===== config.mk =====
export PLATFORM = sky130hd
export DESIGN_NAME = req_encoder8to3
export DESIGN_NICKNAME = d
export VERILOG_FILES = /design/src/rtl/req_encoder8to3.sv
export SDC_FILE = /design/constraint.sdc
export NUM_CORES = 1
export LEC_CHECK = 0
export CAP_MARGIN = 20
export CORE_MARGIN = 4
export CORE_UTILIZATION = 47
export DETAILED_ROUTE_END_ITERATION = 10
export PLACE_DENSITY = 0.85
export SLEW_MARGIN = 20
export SYNTH_ARGS = -nofsm -noshare
export SYNTH_HDL_FRONTEND = slang
export SYNTH_SLANG_ARGS = --single-unit

===== constraint.sdc =====
create_clock -name clk -period 3.2 [get_ports clk]
set_input_delay 0.32 -clock clk [delete_from_list [all_inputs] [get_ports clk]]
set_output_delay 0.32 -clock clk [all_outputs]
set_load 0.01 [all_outputs]

===== src/rtl/req_encoder8to3.sv =====
// req_encoder8to3: sequential 8-to-3 priority encoder with falling-edge request capture,
// valid/ack handshake and 74148-style cascade flags (gs_n, eo_n).
// Optional build macro RR_PRIORITY_EN selects rotating priority (line just served is lowest);
// without it the highest pending index always wins.
module req_encoder8to3 #(
    parameter int NREQ  = 8,
    parameter int CODEW = 3
) (
    input  logic             clk,
    input  logic             rst_n,
    input  logic [NREQ-1:0]  nreq,
    input  logic             ei_n,
    input  logic             ack,
    output logic [CODEW-1:0] code,
    output logic             valid,
    output logic [NREQ-1:0]  pending,
    output logic             gs_n,
    output logic             eo_n
);
    typedef enum logic {IDLE, PRESENT} state_t;

    state_t           r_state;
    logic [CODEW-1:0] r_code;
    logic             r_valid;
    logic [NREQ-1:0]  r_pending;
    logic [NREQ-1:0]  r_nreq_q;
    logic [NREQ-1:0]  w_set;
    logic [NREQ-1:0]  w_clr;
    logic [CODEW-1:0] w_win;
    logic             w_done;

    // Falls are only captured while enabled; an ack in PRESENT retires the presented line.
    assign w_done = (r_state == PRESENT) && ack;
    assign w_set  = ei_n ? '0 : (r_nreq_q & ~nreq);
    assign w_clr  = w_done ? (NREQ'(1) << r_code) : '0;

`ifdef RR_PRIORITY_EN
    logic [CODEW-1:0] r_last;
    logic [CODEW-1:0] w_idx;

    // Remember the line just served so it becomes lowest priority.
    always_ff @(posedge clk or negedge rst_n) begin
        if (!rst_n)
            r_last <= CODEW'(NREQ - 1);
        else if (w_done)
            r_last <= r_code;
    end

    // Search downward from last-1 with wrap; iterating far-to-near lets the nearest hit win.
    always_comb begin
        w_win = '0;
        w_idx = '0;
        for (int k = NREQ; k >= 1; k--) begin
            w_idx = r_last - CODEW'(k);
            if (r_pending[w_idx])
                w_win = w_idx;
        end
    end
`else
    // Fixed priority: highest set index wins.
    always_comb begin
        w_win = '0;
        for (int i = 0; i < NREQ; i++)
            if (r_pending[i])
                w_win = CODEW'(i);
    end
`endif

    // Edge capture, pending bookkeeping (set beats clear) and the IDLE/PRESENT handshake.
    always_ff @(posedge clk or negedge rst_n) begin
        if (!rst_n) begin
            r_state   <= IDLE;
            r_code    <= '0;
            r_valid   <= 1'b0;
            r_pending <= '0;
            r_nreq_q  <= '1;
        end else begin
            r_nreq_q  <= nreq;
            r_pending <= (r_pending & ~w_clr) | w_set;
            if (r_state == IDLE) begin
                if (|r_pending && !ei_n) begin
                    r_code  <= w_win;
                    r_valid <= 1'b1;
                    r_state <= PRESENT;
                end
            end else if (ack) begin
                r_valid <= 1'b0;
                r_state <= IDLE;
            end
        end
    end

    assign code    = r_code;
    assign valid   = r_valid;
    assign pending = r_pending;
    assign gs_n    = ~(~ei_n & |r_pending);
    assign eo_n    = ~(~ei_n & ~|r_pending);
endmodule


# Word level (Yosys, flattened, before mapping)
# Cells that the tools add are included.
# word_totals
reg_bits,21
latchBits,0
ramBits,0
rom_bits,0
input_bits,12
output_inout_bits,14
word_cells,41
n_memories,0
# op_classes
add_sub_neg,0
n_mul,0
div_mod_pow,0
magnitude_cmp,0
eq_ne,1
n_shift,1
muxes,15
n_bitwise,11
n_reduce_logical,8
# ops
operator,n
$and 8x8->8,2
$mux 8,2
$not 8->8,2
$mux 3,4
$or 8x8->8,1
$reduce_or 8->1,1
$shl 1x3->8 const A,1
$mux 1,7
$mux 2,2
$not 1->1,4
$reduce_and 2->1,2
$and 1x1->1,2
$logic_and 1x1->1,2
$logic_not 1->1,2
$ne 2x2->1 const B,1
$reduce_bool 2->1,1

# Logic depth before layout (Yosys ltp)
# logic_depth
ltp_word,7
mapped_depth,4
mapped_depth_nobuf,4

# Worst setup path before layout
# No wires, ideal clock.
# synth_path
kind,flip-flop to output port
from,reg r_pending[6] (netlist: pending[6])
to,out eo_n
arrival_ns,1.172
required_time_ns,2.880
setup_slack_ns,1.708
path_stages_with_launch,4
path_buffers,0
cell_sequence,dfrtp_1 -> nor4_2 -> nand2_1 -> or2_2
# synth_between
elab_chain_cells,4
# synth_rtl
item,line,source
"start, declared",25,logic [NREQ-1:0] r_pending;
"start signal, assigned",79,r_pending <= (r_pending & ~w_clr) | w_set;
$reduce_or 8->1,97,assign eo_n = ~(~ei_n & ~|r_pending);
$logic_not 1->1,97,
$and 1x1->1,97,
$not 1->1,97,
"end, declared",18,output logic eo_n
# Every way passes these cells.

# Worst setup path in the final report
# Same ends and word-level chain as after synthesis.

==> metrics.cfg <==
[finish]
n_antenna_cell=0
multi_input_area_um2=276.5
area_delta_synth_final_pct=36.43
layout-drive-gt1-share_pct=14.41
n_fill_cell=118
register_area_um2=535.5
fin_nets=124

[worst_setup_path]
crit_path_max_fanout=6
critPathRequiredTime_ns=2.88
cp.arrival_ns=2.00
crit_type=reg2out
crit_path_end_kind=output port
cp-start-kind=flop

[timing]
final_hold_viol_count=0
setup_viol_count_final=0
drv_slew=0
slew_headroom_pct=42.04
finalCritPeriodShare_pct=72.42
setup_ws_ns=0.8824
tightest_slew_ns=0.8666
fin_setup_tns_ns=0
fin_crit_ns=2.318
worst_clock_skew_ns=0.002859
fmax_mhz=431.5
rsz0062_at_grt=false

[synth]
yosys_most_used_dff=dfrtp_1
post_synth_and_or_nand_nor_area_fraction_pct=20.84
async_flop_share_pct=100.0
synth.yosys.seq_area_share_pct=64.17
synth_edf_count=0
synth_top_cell_area_share_pct=38.98
ys_ff_latch=21
synthCells=83
yosys.area.top_type=dfrtp_1
synth_top_family_by_area=simple AND/OR/NAND/NOR gates
synth-adder-area-share_pct=0
yosysMostFrequentCell=nand2_1
synthMuxAreaShare_pct=0
synth_common_cells=nand2_1, dfrtp_1, nor2_1, o21ai_0, dfstp_2
yosys_warnings=0
synth_compound_area_share_pct=12.29
synth_cell_types=19
synthXorXnorAreaFrac_pct=0
synth_fp_nets=95
avgSynthCellArea_um2=10.05
syn-cell-area_um2=834.6
yosys-top-cells-area=dfrtp_1, dfstp_2, nand2_1

[global_routing]
gr-total-overflow=0
grt_pass1_wl_um=2870
grt_pass1_vias=662
grt_max_degree=22
grt_use_total_pct=14.92
antenna_found_initial=0

[routing]
drc=0
highest_layer=met4
detail-route-antenna-nets=0
drt-met1-wl_um=707
wl_met3_um=98
drtIter0Drc=15
met2_length_um=836
wl_um=1658
vias=679
dr.pass1.iters=4
vias_per_cell=5.030
wl_per_cell_um=12.28

[pwr]
total_power_uw=728.4
pwr_density_cell_nw_per_um2=639.7
ir_worst_vdd_mv=0.3663
power_leakage_uw=0.0004657

[clock_tree]
hold_buffers=0
post_cts_buffers=0
clockBufferDepth=2
htreeDepth=1
numCtsBuffers=3
clk_pin_slew_ns=0.11
postCtsResizedCells=0
cts_sinks=21
cts_tree=yes
cts_root_buf=clkbuf_4
clk_latency_ns=0.29

[die]
num_io_pins=26
start_util_pct=52.35
die_y_um=50.14
rows=14
die_area_um2=2514
die_x_um=50.14
core_area_um2=1594

[hold_path]
holdCritPathClass=in2reg

[placement]
place_congestion=0.8299
dp_slack_ns=1.067
portBuffers=25
hpwl_um=1263

[outcome]
status=finished, final reports clean

[job]
cap_violations=0

## flip-flops by register name (all words and copies together), names as in the netlist
register  count
r_nreq_q      8
code          3
r_state       1
valid         1
pending       8
## cell usage in the layout (no fill, tap or decap)
cell | synthesis | final
clkdlybuf4s50_1 | 0 | 25
nand2_1 | 21 | 21
dfrtp_1 | 13 | 13
o21ai_0 | 9 | 9
nor2_1 | 9 | 9
dfstp_2 | 8 | 8
inv_1 | 5 | 5
a21oi_1 | 3 | 3
clkbuf_4 | 0 | 3
nand2b_1 | 2 | 2
o31ai_1 | 2 | 2
nor4_1 | 2 | 2
nand3_1 | 1 | 1
nand3b_1 | 1 | 1
nor4_2 | 1 | 1
or2_2 | 1 | 1
a211o_2 | 1 | 1
o31a_2 | 1 | 1
nor3_1 | 1 | 1
a22oi_1 | 1 | 1
clkinv_2 | 0 | 1
## layout make-up
type                       instances  share of cell area [%]
clock buffer                       3                   1.978
clock inverter                     1                  0.4396
inverter                           5                   1.648
multi-input combinational         56                   24.29
sequential                        21                   47.03
tap                               24                   2.637
timing repair buffer              25                   21.98
## power by group
group          internal, uW  total (uW)  leakage (uW)  switching (uW)
clock network          46.5         122     0.0000177            75.4
logic                   124         220      0.000229            95.6
registers               321         386      0.000219            65.7
total                   492         728      0.000466             237
## per-layer routing
metal	up-vias	global-route usage [%]
li1	335	-
met1	319	18.50
met2	23	25.00
met3	2	3.846
met4	0	5.530
met5	-	0
## worst max-delay path: stages, from the launching register on
cell and delay [ns]:
dfrtp_1 0.45, nor4_2 0.37, nand2_1 0.11, or2_2 0.28, clkdlybuf4s50_1 0.49
## final timing paths
| kind | start | end | slack, ns | depth (start not counted) |
|---|---|---|---|---|
| max in group asynchronous | rst_n | pending[7]$_DFF_PN0_ | 2.16 | 1 |
| min | nreq[0] | r_nreq_q[0]$_DFF_PN1_ | 0.44 | 1 |
| max | pending[6]$_DFF_PN0_ | eo_n | 0.88 | 4 |
| max reg2reg | pending[6]$_DFF_PN0_ | code[1]$_DFFE_PN0P_ | 1.86 | 4 |
| min in group asynchronous | rst_n | code[1]$_DFFE_PN0P_ | 0.50 | 1 |
| min reg2reg | r_nreq_q[0]$_DFF_PN1_ | pending[0]$_DFF_PN0_ | 0.49 | 2 |
## per-stage QoR
| stage | instance area, um^2 | instances | hold slack (ns) | util [%] |
|---|---|---|---|---|
| final | 1139 | 135 | 0.4422 | 71.43 |
| after global routing | 1139 | 135 | 0.4180 | 71.43 |
| after global placement | 1111 | 131 | 0.4660 | 69.70 |
| after CTS | 1139 | 135 | 0.4386 | 71.43 |
| after detailed placement | 1111 | 131 | 0.4704 | 69.70 |
| after floorplan | 834.6 | 83 | 0.02441 | - |
## cells by family after synthesis
family                 Yosys count
AND/OR/NAND/NOR                 39
AO/OA/AOI/OAI                   17
flip-flops                      21
buffers and inverters            6
Power figures use the tool's default switching activity.
